### config.mk
export PLATFORM = sky130hd
export DESIGN_NAME = io_input_ctrl
export DESIGN_NICKNAME = d
export VERILOG_FILES = /design/src/rtl/io_input_ctrl_pkg.sv /design/src/rtl/io_debounce.sv /design/src/rtl/io_input_ctrl.sv
export SDC_FILE = /design/constraint.sdc
export NUM_CORES = 1
export LEC_CHECK = 0
export BUFFER_PORTS_ARGS = -buffer_cell sky130_fd_sc_hd__buf_2
export CAP_MARGIN = 10
export CORE_ASPECT_RATIO = 1.25
export CORE_UTILIZATION = 30
export CTS_CLUSTER_SIZE = 16
export DETAILED_ROUTE_END_ITERATION = 8
export GPL_TIMING_DRIVEN = 0
export SLEW_MARGIN = 0
export SYNTH_ARGS = -nofsm -noshare
export SYNTH_HDL_FRONTEND = slang
export SYNTH_SLANG_ARGS = --single-unit
### constraint.sdc
create_clock -name clk2 -period 8.75 [get_ports clk2]
set_clock_uncertainty 0.15 [all_clocks]
set_input_delay 0.4375 -clock clk2 [delete_from_list [all_inputs] [get_ports clk2]]
set_output_delay 0.4375 -clock clk2 [all_outputs]
set_load 0.02 [all_outputs]
### src/rtl/io_input_ctrl_pkg.sv
// io_input_ctrl_pkg: shared widths, register map and status-word layout for the input controller.
package io_input_ctrl_pkg;
   localparam int DATA_W = 32;
   localparam logic [DATA_W-1:0] KEY_ADDR   = 32'hFFFFF080;
   localparam logic [DATA_W-1:0] KCTRL_ADDR = 32'hFFFFF084;
   localparam logic [DATA_W-1:0] SW_ADDR    = 32'hFFFFF090;
   localparam logic [DATA_W-1:0] SCTRL_ADDR = 32'hFFFFF094;
   localparam logic [DATA_W-1:0] FILL       = 32'hDEADDEAD;
   localparam int READY   = 0;
   localparam int OVERRUN = 1;

   function automatic logic [DATA_W-1:0] status_word(input logic rdy, input logic ovr);
      status_word = '0;
      status_word[READY] = rdy;
      status_word[OVERRUN] = ovr;
   endfunction
endpackage

### src/rtl/io_debounce.sv
// io_debounce: two-flop synchronizer plus stability counter; db follows an input only after it holds steady.
module io_debounce #(
   parameter int WIDTH    = 4,
   parameter int DEBOUNCE = 4,
   parameter int CNTBITS  = 3
) (
   input  logic             clk2,
   input  logic             reset,
   input  logic [WIDTH-1:0] raw,
   output logic [WIDTH-1:0] db,
   output logic             changed,
   output logic             rose
);
   localparam logic [CNTBITS-1:0] LAST = CNTBITS'(DEBOUNCE - 1);
   logic [WIDTH-1:0]   sync1, sync2, cand;
   logic [CNTBITS-1:0] cnt;
   logic               settle;

   // settle marks the edge on which db is loaded from cand
   assign settle  = sync2 == cand && cnt == LAST;
   assign changed = settle && cand != db;
   assign rose    = settle && |(cand & ~db);

   always_ff @(posedge clk2 or posedge reset)
      if (reset) begin
         sync1 <= '0;
         sync2 <= '0;
         cand  <= '0;
         cnt   <= '0;
         db    <= '0;
      end else begin
         sync1 <= raw;
         sync2 <= sync1;
         if (sync2 != cand) begin
            cand <= sync2;
            cnt  <= '0;
         end else if (cnt != LAST)
            cnt <= cnt + CNTBITS'(1);
         else
            db <= cand;
      end
endmodule

### src/rtl/io_input_ctrl.sv
// io_input_ctrl: memory-mapped KEY/SW controller with debounce, sticky ready/overrun flags and registered reads.
module io_input_ctrl
   import io_input_ctrl_pkg::*;
#(
   parameter int               DBITS     = DATA_W,
   parameter int               DEBOUNCE  = 50000,
   parameter int               CNTBITS   = 16,
   parameter logic [DBITS-1:0] ADDRKEY   = KEY_ADDR,
   parameter logic [DBITS-1:0] ADDRKCTRL = KCTRL_ADDR,
   parameter logic [DBITS-1:0] ADDRSW    = SW_ADDR,
   parameter logic [DBITS-1:0] ADDRSCTRL = SCTRL_ADDR
) (
   input  logic             clk2,
   input  logic             reset,
   input  logic [3:0]       KEY,
   input  logic [9:0]       SW,
   input  logic             bus_stb,
   input  logic [DBITS-1:0] bus_addr,
   input  logic             bus_we,
   input  logic [DBITS-1:0] bus_wdata,
   output logic [DBITS-1:0] bus_rdata,
   output logic             bus_hit,
   output logic [3:0]       key_db,
   output logic [9:0]       sw_db
);
   logic             k_chg, k_rose, s_chg, s_rose, hit, unused;
   logic [1:0]       is_d, is_c, ev, clr_r, clr_o, rdy, ovr;
   logic [DBITS-1:0] rd;

   io_debounce #(.WIDTH(4), .DEBOUNCE(DEBOUNCE), .CNTBITS(CNTBITS)) u_key (
      .clk2(clk2), .reset(reset), .raw(~KEY), .db(key_db), .changed(k_chg), .rose(k_rose)
   );

   io_debounce #(.WIDTH(10), .DEBOUNCE(DEBOUNCE), .CNTBITS(CNTBITS)) u_sw (
      .clk2(clk2), .reset(reset), .raw(SW), .db(sw_db), .changed(s_chg), .rose(s_rose)
   );

   assign unused = ^{bus_wdata[DBITS-1:2], k_chg, s_rose};

   // index 0 is the KEY group, index 1 the SW group
   always_comb begin
      is_d  = {bus_addr == ADDRSW, bus_addr == ADDRKEY};
      is_c  = {bus_addr == ADDRSCTRL, bus_addr == ADDRKCTRL};
      hit   = |{is_d, is_c};
      ev    = {s_chg, k_rose};
      rd    = is_d[0] ? DBITS'(key_db) :
              is_d[1] ? DBITS'(sw_db) :
              is_c[0] ? DBITS'(status_word(rdy[0], ovr[0])) :
                        DBITS'(status_word(rdy[1], ovr[1]));
      clr_r = !bus_stb ? 2'b00 : bus_we ? is_c & {2{~bus_wdata[READY]}} : is_d;
      clr_o = bus_stb && bus_we ? is_c & {2{~bus_wdata[OVERRUN]}} : 2'b00;
   end

   // an event outranks a clear; overrun looks at ready before any clear
   always_ff @(posedge clk2 or posedge reset)
      if (reset) begin
         rdy       <= '0;
         ovr       <= '0;
         bus_rdata <= '0;
         bus_hit   <= 1'b0;
      end else begin
         rdy <= ev | (rdy & ~clr_r);
         ovr <= (ev & rdy) | (ovr & ~clr_o);
         if (bus_stb) begin
            bus_hit   <= hit;
            bus_rdata <= !hit ? DBITS'(FILL) : bus_we ? '0 : rd;
         end
      end
endmodule

# Yosys cells after proc, flatten, opt, wreduce, memory -nomap -nowiden
# Index checks and enable logic that the tools add are counted.
word_totals:
  ff_bits: 125
  out_inout_bits: 47
  word_cells: 70
classes:
  n_addsub: 2
  eq_ne: 13
  mux: 12
  bitwise_logic: 18
  n_reduce_logical: 11
ops:
  columns: ["op", "n"]
  rows:
  - ["== test 32 bit, second input constant", 4]
  - ["two-way mux 16 bit", 4]
  - ["adder 16 x 1 -> 16 bit, second input constant", 2]
  - ["== test 16 bit, second input constant", 2]
  - ["two-way mux 32 bit", 1]
  - ["inequality test 16 bit, second input constant", 2]
  - ["two-way mux 10 bit", 3]
  - ["inequality test 10 bit", 2]
  - ["bitwise AND 2 bit", 5]
  - ["== test 10 bit", 1]
  - ["two-way mux 2 bit", 4]
  - ["inverter 4 bit", 2]
  - ["OR reduction 4 bit", 2]
  - ["inverter 1 bit", 6]
  - ["logical AND 1 bit", 5]
  - ["bitwise AND 4 bit", 1]
  - ["== test 4 bit", 1]
  - ["inequality test 4 bit", 1]
  - ["inverter 2 bit", 2]
  - ["bitwise OR 2 bit", 2]
  - ["AND reduction 2 bit", 2]
  - ["nonzero test 2 bit", 2]

# Longest topological paths before layout
logic_depth:
  depth_word: 7
  ltp_mapped: 7
  depth_no_buf: 6

# Cells and area by module
# A second synthesis with hierarchy kept.
unflattened:
  cells_unflattened: 457
  hier_area_um2: 5017.3
modules_own_cells:
  columns: ["module", "n_inst", "cells_per_inst", "area_each_um2", "seq_area_each_um2"]
  rows:
  - ["io_debounce at u_sw", 1, 189, 2399.8, 1401.3]
  - ["io_debounce at u_key", 1, 139, 1481.4, 800.8]
  - ["io_input_ctrl", 1, 129, 1136.1, 400.4]

# Worst setup path after synthesis
# Ideal clock, no wire load.
synth_path:
  path_kind: "register to register"
  from: "register u_key.cnt[4]"
  to: "register u_key.db[0]"
  setup_time_ns: 0.128
  t_arrival_ns: 2.002
  setup_slack_ns: 6.470
  path_stages_with_launch: 6
  path_cell_list: "dfrtp_1 -> or4_1 -> or4_1 -> buf_2 -> nor2_8 -> mux2_1"
synth_between:
  elab_chain_len: 3
synth_lines:
  columns: ["element", "line", "source"]
  rows:
  - ["start, declared", "io_debounce.sv:16", "logic [CNTBITS-1:0] cnt;"]
  - ["start signal, assigned", "io_debounce.sv:38", "cnt <= cnt + CNTBITS'(1);"]
  - ["inequality test 16 bit", "io_debounce.sv:37", "end else if (cnt != LAST)"]
  - ["inverter 1 bit (no line)", null, null]
  - ["AND reduction 2 bit (no line)", null, null]
  - ["end signal, assigned", "io_debounce.sv:40", "db <= cand;"]
  - ["end, declared", "io_debounce.sv:10", "output logic [WIDTH-1:0] db,"]
# No other way between the ends.
# A chain may end at the register's enable or synchronous reset.

# Final worst setup path
layout_path:
  from: "register u_sw.cnt[11]"
  to: "register u_sw.db[2]"
layout_between:
  elab_chain_len: 3
layout_lines:
  columns: ["element", "line"]
  rows:
  - ["start, declared", "io_debounce.sv:16"]
  - ["start signal, assigned", "io_debounce.sv:38"]
  - ["inequality test 16 bit", "io_debounce.sv:37"]
  - ["inverter 1 bit (no line)", null]
  - ["AND reduction 2 bit (no line)", null]
  - ["end signal, assigned", "io_debounce.sv:40"]
  - ["end, declared", "io_debounce.sv:10"]
# No other way between the ends.

==> impl_results.md <==
- Relative slew slack: 53.77%
- Max FO, Critical Path: 10
- Routed Antenna Nets: 0
- Slew at the pin closest to its max-slew limit: 0.6860 ns
- Final Hold Violating Endpoints: 11
- Root Driver: clkbuf_16
- CTS Hold Buffers Added: 0
- Die Footprint: 16180 µm²
- Dpl hpwl: 6.809 mm
- Post-synth top cells: 104 x dfrtp_1, 41 x nor2_1, 26 x xnor2_1, 26 x xor2_1, 21 x buf_4
- Top-count cell post-synth: dfrtp_1
- Setup WS post-layout: 6.344 ns
- Met3 Routed Length: 572 µm
- DRC Markers: 0
- Leak Pwr: 2.574 nW
- Worst Path Arrival: 2.49 ns
- WP data required: 8.83 ns
- Skew-Pair Late Insertion Delay: 0.35 ns
- Failing checks: negative hold slack
- Placed instance area: 5465 µm²
- Total CTS buffers: 9
- EDFF count, synth: 0
- Fmax achieved: 415.6 MHz
- Boundary Pins: 129
- Yosys top cell by area: dfrtp_1
- Wl on met1: 4.173 mm
- Syn Std Cell Area: 4701 µm²
- Critical path's largest stage delay: 0.57 ns
- Period utilization: 27.50%
- Power Dens Cells: 162.1 nW/µm²
- Crit path buf inv count: 1
- Synth Area per Inst: 11.22 µm²
- Distinct cells, synth: 56
- First-pass GRT wire length: 14.85 mm
- Cells after Synth: 419
- RSZ-0062 raised after global routing: no
- Initial DRC count: 252
- Max-slew violation count: 0
- Comb power frac: 5.1%
- Post-route core utilization: 38.02%
- Largest cells by area after synthesis: dfrtp_1 55%, xnor2_1 4.8%, xor2_1 4.8%
- Seq/Total Area, Yosys: 55.36%
- Ys flop type: dfrtp_1
- Critical path depth: 5
- Post-route cell area: 5757 µm²
- Peak supply drop: 0.00007732 V
- Status: complete, but fails checks
- Clock network power share: 41.6%
- Worst min path class: in -> async
- Max Root-Sink Buffers: 2
- Net Sw Power: 0.0002234 W
- Uppermost routed layer: met4
- Worst setup SP type: flip-flop
- Post-synth ARST share: 100.0%
- Setup TNS Final: 0 ns
- Largest delay share family, worst path: simple AND/OR/NAND/NOR gates
- GRT Overall Usage: 11.68%
- Vias: 3304
- DIE HEIGHT: 142.0 µm
- Initial antenna violation count: 0
- Pre-CTS setup slack: 6.254 ns
- CP Cell Sequence: or4b_4 -> nor4_4 -> nand4_2 -> buf_6 -> mux2_4
- Yosys top cell area share: 55.36%
- Ratio of cells with drive above 1 in the final layout: 28.95%
- Reg power frac: 53.4%
- YS warnings: 0
- Routed wire length: 9.132 mm
- Width of the chip: 114.0 µm
- Core area: 15140 µm²
- #FFs+latches synth: 104
- Register-to-register setup slack: 6.34 ns
- Pin count of the biggest net entering global routing: 64
- Vias in the first global route: 3224
- CTS tree: yes
- Final Setup Violations: 0
- Clock slew at reported path FFs: 0.08 ns
- Slowest-stage cell, CP: or4b_4
- Hold Slack: -0.006550 ns
- R2r worst-path depth: 5
- Postcts setup bufs: 0
- Element type at the critical path end: flip-flop
- # H-tree levels: 3
- TritonCTS Sinks: 104
- Met2 WL: 4.209 mm
- Number of max-cap violations: 0
- Routability cong.: 0.8178
- Net count, final: 611
- Wirelength per Cell: 12.34 µm
- Grt ovf: 0
- Post-cts resize count: 0
- Area grow syn2layout: 22.46%
- Diode count: 0
- Drt pass-1 iters: 4
- Via/cell ratio: 4.465
- Initial Utilization: 31.05%
- Standard-cell rows: 50
- Fin crit period: 2.406 ns
- Switching share of power: 23.93%
- Int Pwr: 0.0007100 W
- PortBufs: 91
- Kind of critical path: reg -> reg
-- final cells by class --
type,count,area (µm²)
inverters,18,70.07
well taps,208,260.3
flip-flops and latches,104,2603
multi-input cells,257,1790
plain buffers,45,259.0
clock inverters,7,66.31
clock buffers,9,225.2
fillers,1511,9383
repair buffers,92,483.0
-- placed cells by master, fill, tap and decap left out, drive strengths merged, types with 15 or more instances in the layout --
cell    synthesis  routed
buf            25     117
clkbuf         20      29
dfrtp         104     104
inv            18      21
mux2           15      15
nand2          19      19
nand4          16      16
nor2           42      42
nor4           15      15
xnor2          26      26
xor2           26      26
-- registers in the layout (all words and copies together) (netlist names) --
name and cells:
bus_hit 1, ovr 2, u_sw.sync2 10, u_key.sync1 4, u_key.sync2 4, u_key.db 4
rdy 2, u_sw.sync1 10, u_key.cnt 16, bus_rdata 11, u_sw.cand 10, u_sw.db 10
u_key.cand 4, u_sw.cnt 16
-- worst reg2reg max path, delay by kind of cell, from the launching register on --
family	cells	cell delay, ns
buffers and inverters	1	0.20
DFF	1	0.44
muxes	1	0.31
and+or+nand+nor	3	1.19
-- path summary, 6_finish.rpt --
check,from,endpoint
worst max-delay path,u_sw.cnt[11]$_DFFE_PP0P_,u_sw.db[2]$_DFFE_PP0N_
worst max register to register,u_sw.cnt[11]$_DFFE_PP0P_,u_sw.db[2]$_DFFE_PP0N_
worst min register to register,u_sw.sync1[5]$_DFF_PP0_,u_sw.sync2[5]$_DFF_PP0_
min in group clk2,SW[1],u_sw.sync1[1]$_DFF_PP0_
max in group asynchronous,reset,bus_rdata[1]$_DFFE_PP0P_
worst min-delay path,reset,u_sw.sync1[0]$_DFF_PP0_
-- power groups by stage --
stage	Combinational [W]	Sequential, W	Clock [W]
2_1_floorplan	0.0000287	0.000505	0
3_3_place_gp	0.0000456	0.000507	0
3_5_place_dp	0.0000484	0.000508	0
4_1_cts	0.0000486	0.000498	0.000403
5_1_grt	0.0000535	0.000499	0.000423
6_report	0.0000473	0.000498	0.000388
-- layer usage --
metal | up-vias | track usage, %
li1 | 1624 | -
met1 | 1552 | 14.25
met2 | 116 | 19.55
met3 | 12 | 2.598
met4 | 0 | 5.468
met5 | - | 0
-- metrics by stage --
step           hold WS, ns  cells  total power [W]
2_1_floorplan       0.1812    424        0.0005340
6_report         -0.006550    740        0.0009334
3_5_place_dp        0.1847    724        0.0005562
3_3_place_gp        0.1837    723        0.0005531
4_1_cts           0.005308    740        0.0009502
5_1_grt            0.03287    740        0.0009755
-- cells by family (layout without fill, tap and decap cells) --
group | count (synthesis) | count (layout) | share of synthesized area (%)
adder cells (fa/ha/maj) | 2 | 2 | 0.5323
buffers and inverters | 63 | 171 | 6.947
multiplexers | 17 | 17 | 4.818
other | 1 | 6 | 0.07977
flip-flops | 104 | 104 | 55.36
XOR/XNOR | 52 | 52 | 9.689
AO/OA/AOI/OAI | 36 | 36 | 5.084
AND/OR/NAND/NOR | 144 | 144 | 17.49
No activity file was read; power rests on OpenSTA's default activity.
